$ cat src/rtl/wash_pkg.sv
// Shared washer state encoding; the enum value doubles as the phase code on the port.
package wash_pkg;

    typedef enum logic [2:0] {
        ST_IDLE  = 3'd0,
        ST_FILL  = 3'd1,
        ST_WASH  = 3'd2,
        ST_DRAIN = 3'd3,
        ST_SPIN  = 3'd4,
        ST_DONE  = 3'd5,
        ST_FAULT = 3'd6
    } wash_state_t;

    localparam int RINSE_W = 3;

    // Running states keep the door locked and treat an opened door as a fault.
    function automatic logic is_running(input wash_state_t s);
        return (s == ST_FILL) || (s == ST_WASH) || (s == ST_DRAIN) || (s == ST_SPIN);
    endfunction

endpackage

$ cat src/rtl/wash_timer.sv
// Phase timer: cleared on state entry, counts enabled ticks, saturates, flags the enabled tick that reaches the limit.
module wash_timer #(
    parameter int CNT_W = 16
) (
    input  logic             clk,
    input  logic             rst,
    input  logic             clr,
    input  logic             en,
    input  logic [CNT_W-1:0] cmp_val,
    output logic             expire
);

    logic [CNT_W-1:0] count;

    always_ff @(posedge clk or negedge rst) begin
        if (!rst) begin
            count <= '0;
        end else if (clr) begin
            count <= '0;
        end else if (en && (count != '1)) begin
            count <= count + 1'b1;
        end
    end

    assign expire = en && (count >= cmp_val);

endmodule

$ cat src/rtl/wash_ctrl_param.sv
// Washing machine sequencer: fill/wash/drain passes with rinses, spin, done, and a safe drain-only fault state.
module wash_ctrl_param
    import wash_pkg::*;
#(
    parameter int CNT_W       = 16,
    parameter int WASH_NORMAL = 1000,
    parameter int WASH_QUICK  = 400,
    parameter int SPIN_TICKS  = 300,
    parameter int RINSE_N     = 2,
    parameter int FILL_LIMIT  = 2000
) (
    input  logic               clk,
    input  logic               rst,
    input  logic               tick,
    input  logic               start,
    input  logic               door_close,
    input  logic               filled,
    input  logic               drained,
    input  logic               quick_wash,
    input  logic               detergent_added,
    input  logic               pause,
    input  logic               clear,
    output logic               door_lock,
    output logic               fill_valve_on,
    output logic               water_wash,
    output logic               soap_wash,
    output logic               motor_on,
    output logic               drain_valve_on,
    output logic               done,
    output logic               fault,
    output logic [2:0]         phase,
    output logic [RINSE_W-1:0] rinse_left
);

    localparam logic [CNT_W-1:0]   WASH_N_LAST = CNT_W'(WASH_NORMAL - 1);
    localparam logic [CNT_W-1:0]   WASH_Q_LAST = CNT_W'(WASH_QUICK - 1);
    localparam logic [CNT_W-1:0]   SPIN_LAST   = CNT_W'(SPIN_TICKS - 1);
    localparam logic [CNT_W-1:0]   LIMIT_LAST  = CNT_W'(FILL_LIMIT - 1);
    localparam logic [RINSE_W-1:0] RINSE_INIT  = RINSE_W'(RINSE_N);

    wash_state_t      state, next_state;
    logic             mode, soap_pass, det_latched;
    logic             tmr_en, tmr_clr, expire, fault_req;
    logic [CNT_W-1:0] cmp_val;

    assign tmr_en  = tick && !pause;
    assign tmr_clr = (next_state != state);
    assign phase   = state;

    always_comb begin
        case (state)
            ST_WASH: cmp_val = mode ? WASH_Q_LAST : WASH_N_LAST;
            ST_SPIN: cmp_val = SPIN_LAST;
            default: cmp_val = LIMIT_LAST;
        endcase
    end

    wash_timer #(.CNT_W(CNT_W)) u_timer (
        .clk     (clk),
        .rst     (rst),
        .clr     (tmr_clr),
        .en      (tmr_en),
        .cmp_val (cmp_val),
        .expire  (expire)
    );

    // Pause freezes the sequence, but a door opening or a fill/drain timeout always wins and goes to FAULT.
    always_comb begin
        next_state = state;
        fault_req  = (is_running(state) && !door_close) ||
                     (((state == ST_FILL) || (state == ST_DRAIN)) && expire);
        case (state)
            ST_IDLE:  if (start && door_close) next_state = ST_FILL;
            ST_FILL:  if (filled && !pause) next_state = ST_WASH;
            ST_WASH:  if (expire) next_state = ST_DRAIN;
            ST_DRAIN: if (drained && !pause) next_state = (rinse_left != '0) ? ST_FILL : ST_SPIN;
            ST_SPIN:  if (expire) next_state = ST_DONE;
            ST_DONE:  if (clear || !door_close) next_state = ST_IDLE;
            ST_FAULT: if (clear && drained) next_state = ST_IDLE;
            default:  next_state = ST_IDLE;
        endcase
        if (fault_req) next_state = ST_FAULT;
    end

    // Outputs decode the next state so they change on the same edge as the state register.
    always_ff @(posedge clk or negedge rst) begin
        if (!rst) begin
            state          <= ST_IDLE;
            mode           <= 1'b0;
            soap_pass      <= 1'b0;
            det_latched    <= 1'b0;
            rinse_left     <= '0;
            door_lock      <= 1'b0;
            fill_valve_on  <= 1'b0;
            water_wash     <= 1'b0;
            soap_wash      <= 1'b0;
            motor_on       <= 1'b0;
            drain_valve_on <= 1'b0;
            done           <= 1'b0;
            fault          <= 1'b0;
        end else begin
            state <= next_state;
            if ((state == ST_IDLE) && (next_state == ST_FILL)) begin
                mode        <= quick_wash;
                rinse_left  <= RINSE_INIT;
                soap_pass   <= 1'b1;
                det_latched <= detergent_added;
            end else if ((state == ST_DRAIN) && (next_state == ST_FILL)) begin
                rinse_left <= rinse_left - 1'b1;
                soap_pass  <= 1'b0;
            end
            door_lock      <= is_running(next_state) || (next_state == ST_FAULT);
            fill_valve_on  <= (next_state == ST_FILL) && !pause;
            motor_on       <= ((next_state == ST_WASH) || (next_state == ST_SPIN)) && !pause;
            soap_wash      <= (next_state == ST_WASH) && !pause && soap_pass && det_latched;
            water_wash     <= (next_state == ST_WASH) && !pause && !(soap_pass && det_latched);
            drain_valve_on <= (next_state == ST_DRAIN) || (next_state == ST_SPIN) ||
                              (next_state == ST_FAULT);
            done           <= (next_state == ST_DONE);
            fault          <= (next_state == ST_FAULT);
        end
    end

endmodule

$ cat config.mk
export PLATFORM = sky130hd
export DESIGN_NAME = wash_ctrl_param
export DESIGN_NICKNAME = d
export VERILOG_FILES = /design/src/rtl/wash_pkg.sv /design/src/rtl/wash_timer.sv /design/src/rtl/wash_ctrl_param.sv
export SDC_FILE = /design/constraint.sdc
export NUM_CORES = 1
export LEC_CHECK = 0
export BUFFER_PORTS_ARGS = -buffer_cell sky130_fd_sc_hd__buf_2
export CAP_MARGIN = 25
export CORE_MARGIN = 5
export CORE_UTILIZATION = 50
export CTS_CLUSTER_SIZE = 10
export DETAILED_ROUTE_END_ITERATION = 8
export GPL_TIMING_DRIVEN = 1
export PLACE_DENSITY = 0.7
export SYNTH_ARGS = -nofsm -noshare
export SYNTH_HDL_FRONTEND = slang
export SYNTH_SLANG_ARGS = --single-unit
$ cat constraint.sdc
create_clock -name clk -period 9.65 [get_ports clk]
set_clock_uncertainty 0.2 [all_clocks]
set_input_delay 0 -clock clk [delete_from_list [all_inputs] [get_ports clk]]
set_output_delay 0 -clock clk [all_outputs]
set_load 0.005 [all_outputs]
==> results.ini, run 1 <==
[cells_and_area]
layoutNonFillerInstCount=295
n_antenna_cell=0
final_nets=263
postLayoutCellArea_um2=2490
synthToLayoutAreaGrowth_pct=14.5
drive_gt1_frac=0.259

[worst_setup_path]
cp_slowest_cell=dfrtp_1
crit_type=flip-flop to flip-flop
worstSetupStartpointType=flip-flop
cpPeakStageDelay_ns=0.65
crit_required_ns=9.62
path_buf_inv=2
cp.arrival_ns=3.62
end_kind=flip-flop
path_cells=inv_1, nor3_1, nor2_1, ha_1, nand4b_1, o31ai_2, o221ai_1, a31o_2, a21oi_2, buf_6, nor3_1
crit_family=compound AO/OA/AOI/OAI gates
cp_common_cell=nor3_1
critPathMaxFanout=16

[synth]
seq_area_frac_synth=0.380
yosys.area.top_type=dfrtp_1
async_reset_ff_frac=1.00
synth_top_area_share=0.380
ys_types=54
syn-instance-count=213
yosysMostFrequentCell=dfrtp_1
syn_area_per_cell_um2=10.2
ys_top_cells_by_area=dfrtp_1, ha_1, nor3_2
synthTopCellsByCount=dfrtp_1, nand2_1, nor2_1
yosys_register_bits=33
synth-edff-count=0
synth_area_um2=2170
synth_warnings=0
synth-main-ff-cell=dfrtp_1
synth_nets=234

[global_route]
grt_pass1_vias=1678
track_usage=0.174
grt_max_degree=34
antenna_found_initial=0
grt_pass1_wl_mm=8.31
grt-ovfl-total=0

[detailed_routing]
wl_per_cell_um=15.8
via_count=1715
drt_first_pass_iters=4
drc=0
routed_wl_mm=4.65
drt_iter0_markers=154
vias_per_cell=5.81
antenna_left=0

[sta]
min_period_ns=3.65
fin_crit_sh=0.378
worst_pin_slew_ns=0.759
rsz0062_at_grt=false
final_hold_viol_count=0
clock.fmax_mhz=274
maxSlewHeadroom=0.494
slew_viol_final=0
finalSetupViolCount=0
fin_tns_setup_ns=0

[place]
portBuffers=24
gp_congestion=0.876
place_area_um2=2310
placedCellCount=281
dp_hpwl_mm=3.33

[cts]
root_buffer=clkbuf_8
ctsResizeCount=0
cts.sinks=33
clock_latency_ns=0.29
cts_tree=built
path_clk_slew_ns=0.07
clk_path_buf_depth=2
htree_levels=2
cts_made_buffers=5

[pwr]
ir_worst_vdd_uv=98.8
power.density_nw_per_um2=226
p_leak_nw=1.10

[die]
die-width_um=76.0
core_um2=4290
fp.dieH_um=76.0
die-area_um2=5770
start_util=0.506
row_count=24
io_pins=25

[worst_hold_path]
hp-class=input port to flip-flop

[job]
max_cap_violations=0

[outcome]
status=finished, final reports clean

[routing by layer]
| layer | GRT usage | vias to the layer above | routed length [um] |
|---|---|---|---|
| li1 | - | 851 | - |
| met5 | 0 | - | 0 |
| met2 | 0.256 | 38 | 2140 |
| met1 | 0.247 | 819 | 2240 |
| met4 | 0.0623 | 0 | 72 |
| met3 | 0.0415 | 7 | 194 |
[worst min-delay path, cell delays in order]
cell	delay [ns]
buf_2	0.11
nand2b_1	0.12
or4b_2	0.18
o21ai_0	0.09
[path summary, 6_finish.rpt]
path | cells after the start | slack (ns) | end | start
setup / recovery | 11 | 6.00 | u_timer.count[7] | phase[2]
hold / removal | 4 | 0.07 | soap_pass | door_close
max in group asynchronous | 2 | 8.64 | water_wash | rst
min in group asynchronous | 2 | 0.12 | u_timer.count[14] | rst
setup reg to reg | 11 | 6.00 | u_timer.count[7] | phase[2]
hold reg to reg | 1 | 0.31 | det_latched | det_latched
[through the flow]
| step | hold WS, ns | setup slack (ns) | power (W) | util |
|---|---|---|---|---|
| 2_1_floorplan | -0.496 | 6.43 | 0.000373 | - |
| 3_5_place_dp | -0.0980 | 5.77 | 0.000424 | 0.538 |
| 5_1_grt | 0.109 | 5.63 | 0.000610 | 0.580 |
| 3_3_place_gp | -0.103 | 5.97 | 0.000419 | 0.538 |
| 6_report | 0.0669 | 6.00 | 0.000564 | 0.580 |
| 4_1_cts | 0.0583 | 5.78 | 0.000561 | 0.577 |
[sequential cells by signal, summed over array words and instances (netlist names)]
signal / count
u_timer.count: 16
phase: 3
motor_on: 1
water_wash: 1
door_lock: 1
fault: 1
fill_valve_on: 1
rinse_left: 3
drain_valve_on: 1
soap_wash: 1
det_latched: 1
mode: 1
soap_pass: 1
done: 1
[cell type report]
class                   count  area (um2)
clock buffers               7        86.3
clock inverters             1        30.0
fillers                   365        1800
inverters                   6        22.5
multi-input cells         166        1280
flip-flops and latches     33         826
well taps                  52        65.1
repair buffers             30         181
[layout by cell type (no fill, tap or decap), types with 2 or more instances in the layout]
cell type	Yosys	layout
dfrtp_1	33	33
buf_2	5	24
nand2_1	15	15
nor2_1	13	13
nor3_2	11	11
ha_1	10	10
nor3_1	9	9
xor2_1	8	8
nor2b_1	7	7
nand3_1	7	7
and3_1	7	7
inv_1	6	6
xnor2_1	6	6
clkbuf_8	0	6
o21ai_0	5	5
a21oi_1	5	5
mux2_2	5	5
nand4_1	5	5
dlygate4sd3_1	0	5
nand2b_1	4	4
nor4b_1	3	3
o211ai_1	3	3
mux2i_1	3	3
and4_1	3	3
a211oi_2	2	2
nor4_4	2	2
a21oi_2	2	2
a211oi_1	2	2
nand4b_1	2	2
a2bb2oi_1	2	2
nor3b_1	2	2
a31oi_1	2	2
[repair_timing]
| item | 4_1_cts | 5_1_grt |
|---|---|---|
| hold buffers | 5 | 0 |
| buffers inserted | 0 | 0 |
| hold endpoints to repair | 40 | 0 |
[where the power goes]
part | total [W] | switching, W | internal, W
registers | 0.000192 | 0.0000306 | 0.000161
clock network | 0.000135 | 0.0000505 | 0.0000841
logic | 0.000237 | 0.000142 | 0.0000952
total | 0.000564 | 0.000223 | 0.000341
[cells by family (layout without fill, tap and decap cells)]
kind of cell,after synthesis,after routing,synth area share
and+or+nand+nor,97,97,0.291
AOI/OAI and AO/OA,37,37,0.144
DFF,33,33,0.380
xor gates and xnor gates,14,14,0.0564
buffers and inverters,14,44,0.0322
adders and majority gates,10,10,0.0575
muxes,8,8,0.0397
No activity file was read; power rests on OpenSTA's default activity.
==> run 2, diff against run 1 <==
Settings changed: PLACE_DENSITY 0.7 to 0.73.
Clock period 9.65 ns to 3.3 ns, I/O delays scaled along.
==> results.ini, run 2 (synthesized netlist as in run 1, its figures left out) <==
[worst_setup_path]
worstSetupStartpointType=flip-flop
path_buf_inv=1  ; -1
path_cells=buf_4, nor2b_2, o21ba_2, o21a_1, ha_1, o21ai_0, nor2_1, o211a_1, o31a_1, a211o_4, nor4_2
cp.arrival_ns=3.13  ; -0.49 ns
crit_required_ns=3.29  ; -6.33 ns
crit_type=flip-flop to flip-flop
cpPeakStageDelay_ns=0.43  ; -0.22 ns
cp_slowest_cell=dfrtp_1
end_kind=flip-flop
crit_family=compound AO/OA/AOI/OAI gates
critPathMaxFanout=9  ; -7

[job]
max_cap_violations=0  ; unchanged

[pwr]
p_leak_nw=1.16  ; +5.3%
totalPowerFinal_w=0.00169  ; +200%
power.density_nw_per_um2=656  ; +190%
ir_worst_vdd_uv=337  ; +240%
clkPwrFrac=0.176  ; -0.063
combPwrFrac=0.517  ; +0.097
p_switching_w=0.000699  ; +210%
switching_share=0.413  ; +0.0172
intPower_w=0.000994  ; +190%
p_seq_frac=0.307  ; -0.034

[sta]
min_period_ns=3.14  ; -0.513 ns
rsz0062_at_grt=true
finalSetupViolCount=0  ; unchanged
maxSlewHeadroom=0.511  ; +0.0165
final_hold_viol_count=0  ; unchanged
clock.fmax_mhz=319  ; +16%
fin_crit_sh=0.951  ; +0.572
worst_pin_slew_ns=0.734  ; -0.0247 ns
fin_tns_setup_ns=0  ; unchanged
slew_viol_final=0  ; unchanged

[cts]
cts_tree=built
htree_levels=2  ; unchanged
clock_latency_ns=0.28  ; about the same
path_clk_slew_ns=0.07  ; about the same
clk_path_buf_depth=2  ; unchanged
root_buffer=clkbuf_8
cts.sinks=33  ; unchanged
cts_made_buffers=5  ; unchanged

[die]
core_um2=4290  ; unchanged
row_count=24  ; unchanged
fp.dieH_um=76.0  ; unchanged
die-width_um=76.0  ; unchanged
die-area_um2=5770  ; unchanged
io_pins=25  ; unchanged
start_util=0.506  ; unchanged

[global_route]
grt_max_degree=34  ; unchanged
track_usage=0.174  ; about the same
grt_pass1_vias=1737  ; +3.5%
grt-ovfl-total=0  ; unchanged
antenna_found_initial=0  ; unchanged
grt_pass1_wl_mm=8.38  ; +0.91%

[place]
place_area_um2=2410  ; +4.1%
dp_hpwl_mm=3.48  ; +4.7%
gp_congestion=0.832  ; -5.0%
portBuffers=24  ; unchanged

[detailed_routing]
drc=0  ; unchanged
wl_per_cell_um=15.9  ; +1.1%
antenna_left=0  ; unchanged
drt_first_pass_iters=4  ; unchanged
vias_per_cell=5.96  ; +2.6%
drt_iter0_markers=109  ; -29%
routed_wl_mm=4.91  ; +5.6%
via_count=1837  ; +7.1%

[cells_and_area]
final_nets=276  ; +4.9%
final_common_cell=dfrtp_1
regArea_um2=826  ; unchanged
top_register=u_timer.count
fillers=362  ; -0.82%
synthToLayoutAreaGrowth_pct=18.6
multi_input_comb_area_um2=1300  ; +1.8%
postLayoutCellArea_um2=2580  ; +3.6%
drive_gt1_frac=0.316  ; +0.0571
n_antenna_cell=0  ; unchanged
final_cell_mix=dfrtp_1, buf_2, nand2_1
largest_reg_flops=16  ; unchanged

[worst_hold_path]
hp-class=input port to flip-flop

[outcome]
status=finished, final reports clean

-- run 2: power groups by stage --
stage / clock network, W / logic (W) / registers, W
2_1_floorplan: 0 / 0.000561 / 0.000530
3_3_place_gp: 0 / 0.000796 / 0.000522
3_5_place_dp: 0 / 0.000814 / 0.000523
4_1_cts: 0.000304 / 0.000822 / 0.000516
5_1_grt: 0.000327 / 0.000970 / 0.000533
6_report: 0.000298 / 0.000875 / 0.000519
-- run 2: path summary, 6_finish.rpt --
kind,slack (ns),cells past startpoint,end,start
min in group asynchronous,0.11,2,u_timer.count[14],rst
max,0.16,11,u_timer.count[5],phase[2]
max in group asynchronous,2.32,2,done,rst
max reg2reg,0.16,11,u_timer.count[5],phase[2]
min,0.03,3,soap_pass,start
min reg2reg,0.31,1,det_latched,det_latched
-- run 2: timing repair --
item | CTS | global route
hold buffers | 4 | 0
setup buffers | 0 | 3
resized for setup | 0 | 3
endpoints found under the hold margin | 39 | 0
setup endpoints to repair | 0 | 20
-- run 2: metrics by stage --
stage	worst slack, ns	utilization	instances	hold slack (ns)
floorplan	0.0757	-	213	-0.496
global placement	0.193	0.561	292	-0.105
detailed placement	0.0574	0.561	292	-0.101
CTS	0.0265	0.590	304	0.0236
global route	-0.0211	0.601	308	0.0411
finish	0.163	0.601	308	0.0279
-- run 2: cell type report --
type	count	area share
well taps	52	0.0252
multi-input cells	167	0.505
repair buffers	42	0.108
flip-flops and latches	33	0.320
clock inverters	3	0.00679
clock buffers	5	0.0267
inverters	6	0.00873
-- run 2: worst reg2reg max path, cell delays in order (launching register included) --
cell and delay (ns):
dfrtp_1 0.43, buf_4 0.19, nor2b_2 0.14, o21ba_2 0.18, o21a_1 0.15, ha_1 0.24
o21ai_0 0.16, nor2_1 0.11, o211a_1 0.29, o31a_1 0.34, a211o_4 0.34, nor4_2 0.27
-- run 2: metal layers --
metal  vias up  track usage  wire [um]
met1       909        0.235       2290
met3         8       0.0320        229
met4         0       0.0623         79
li1        880            -          -
met5         -            0          0
met2        40        0.277       2310
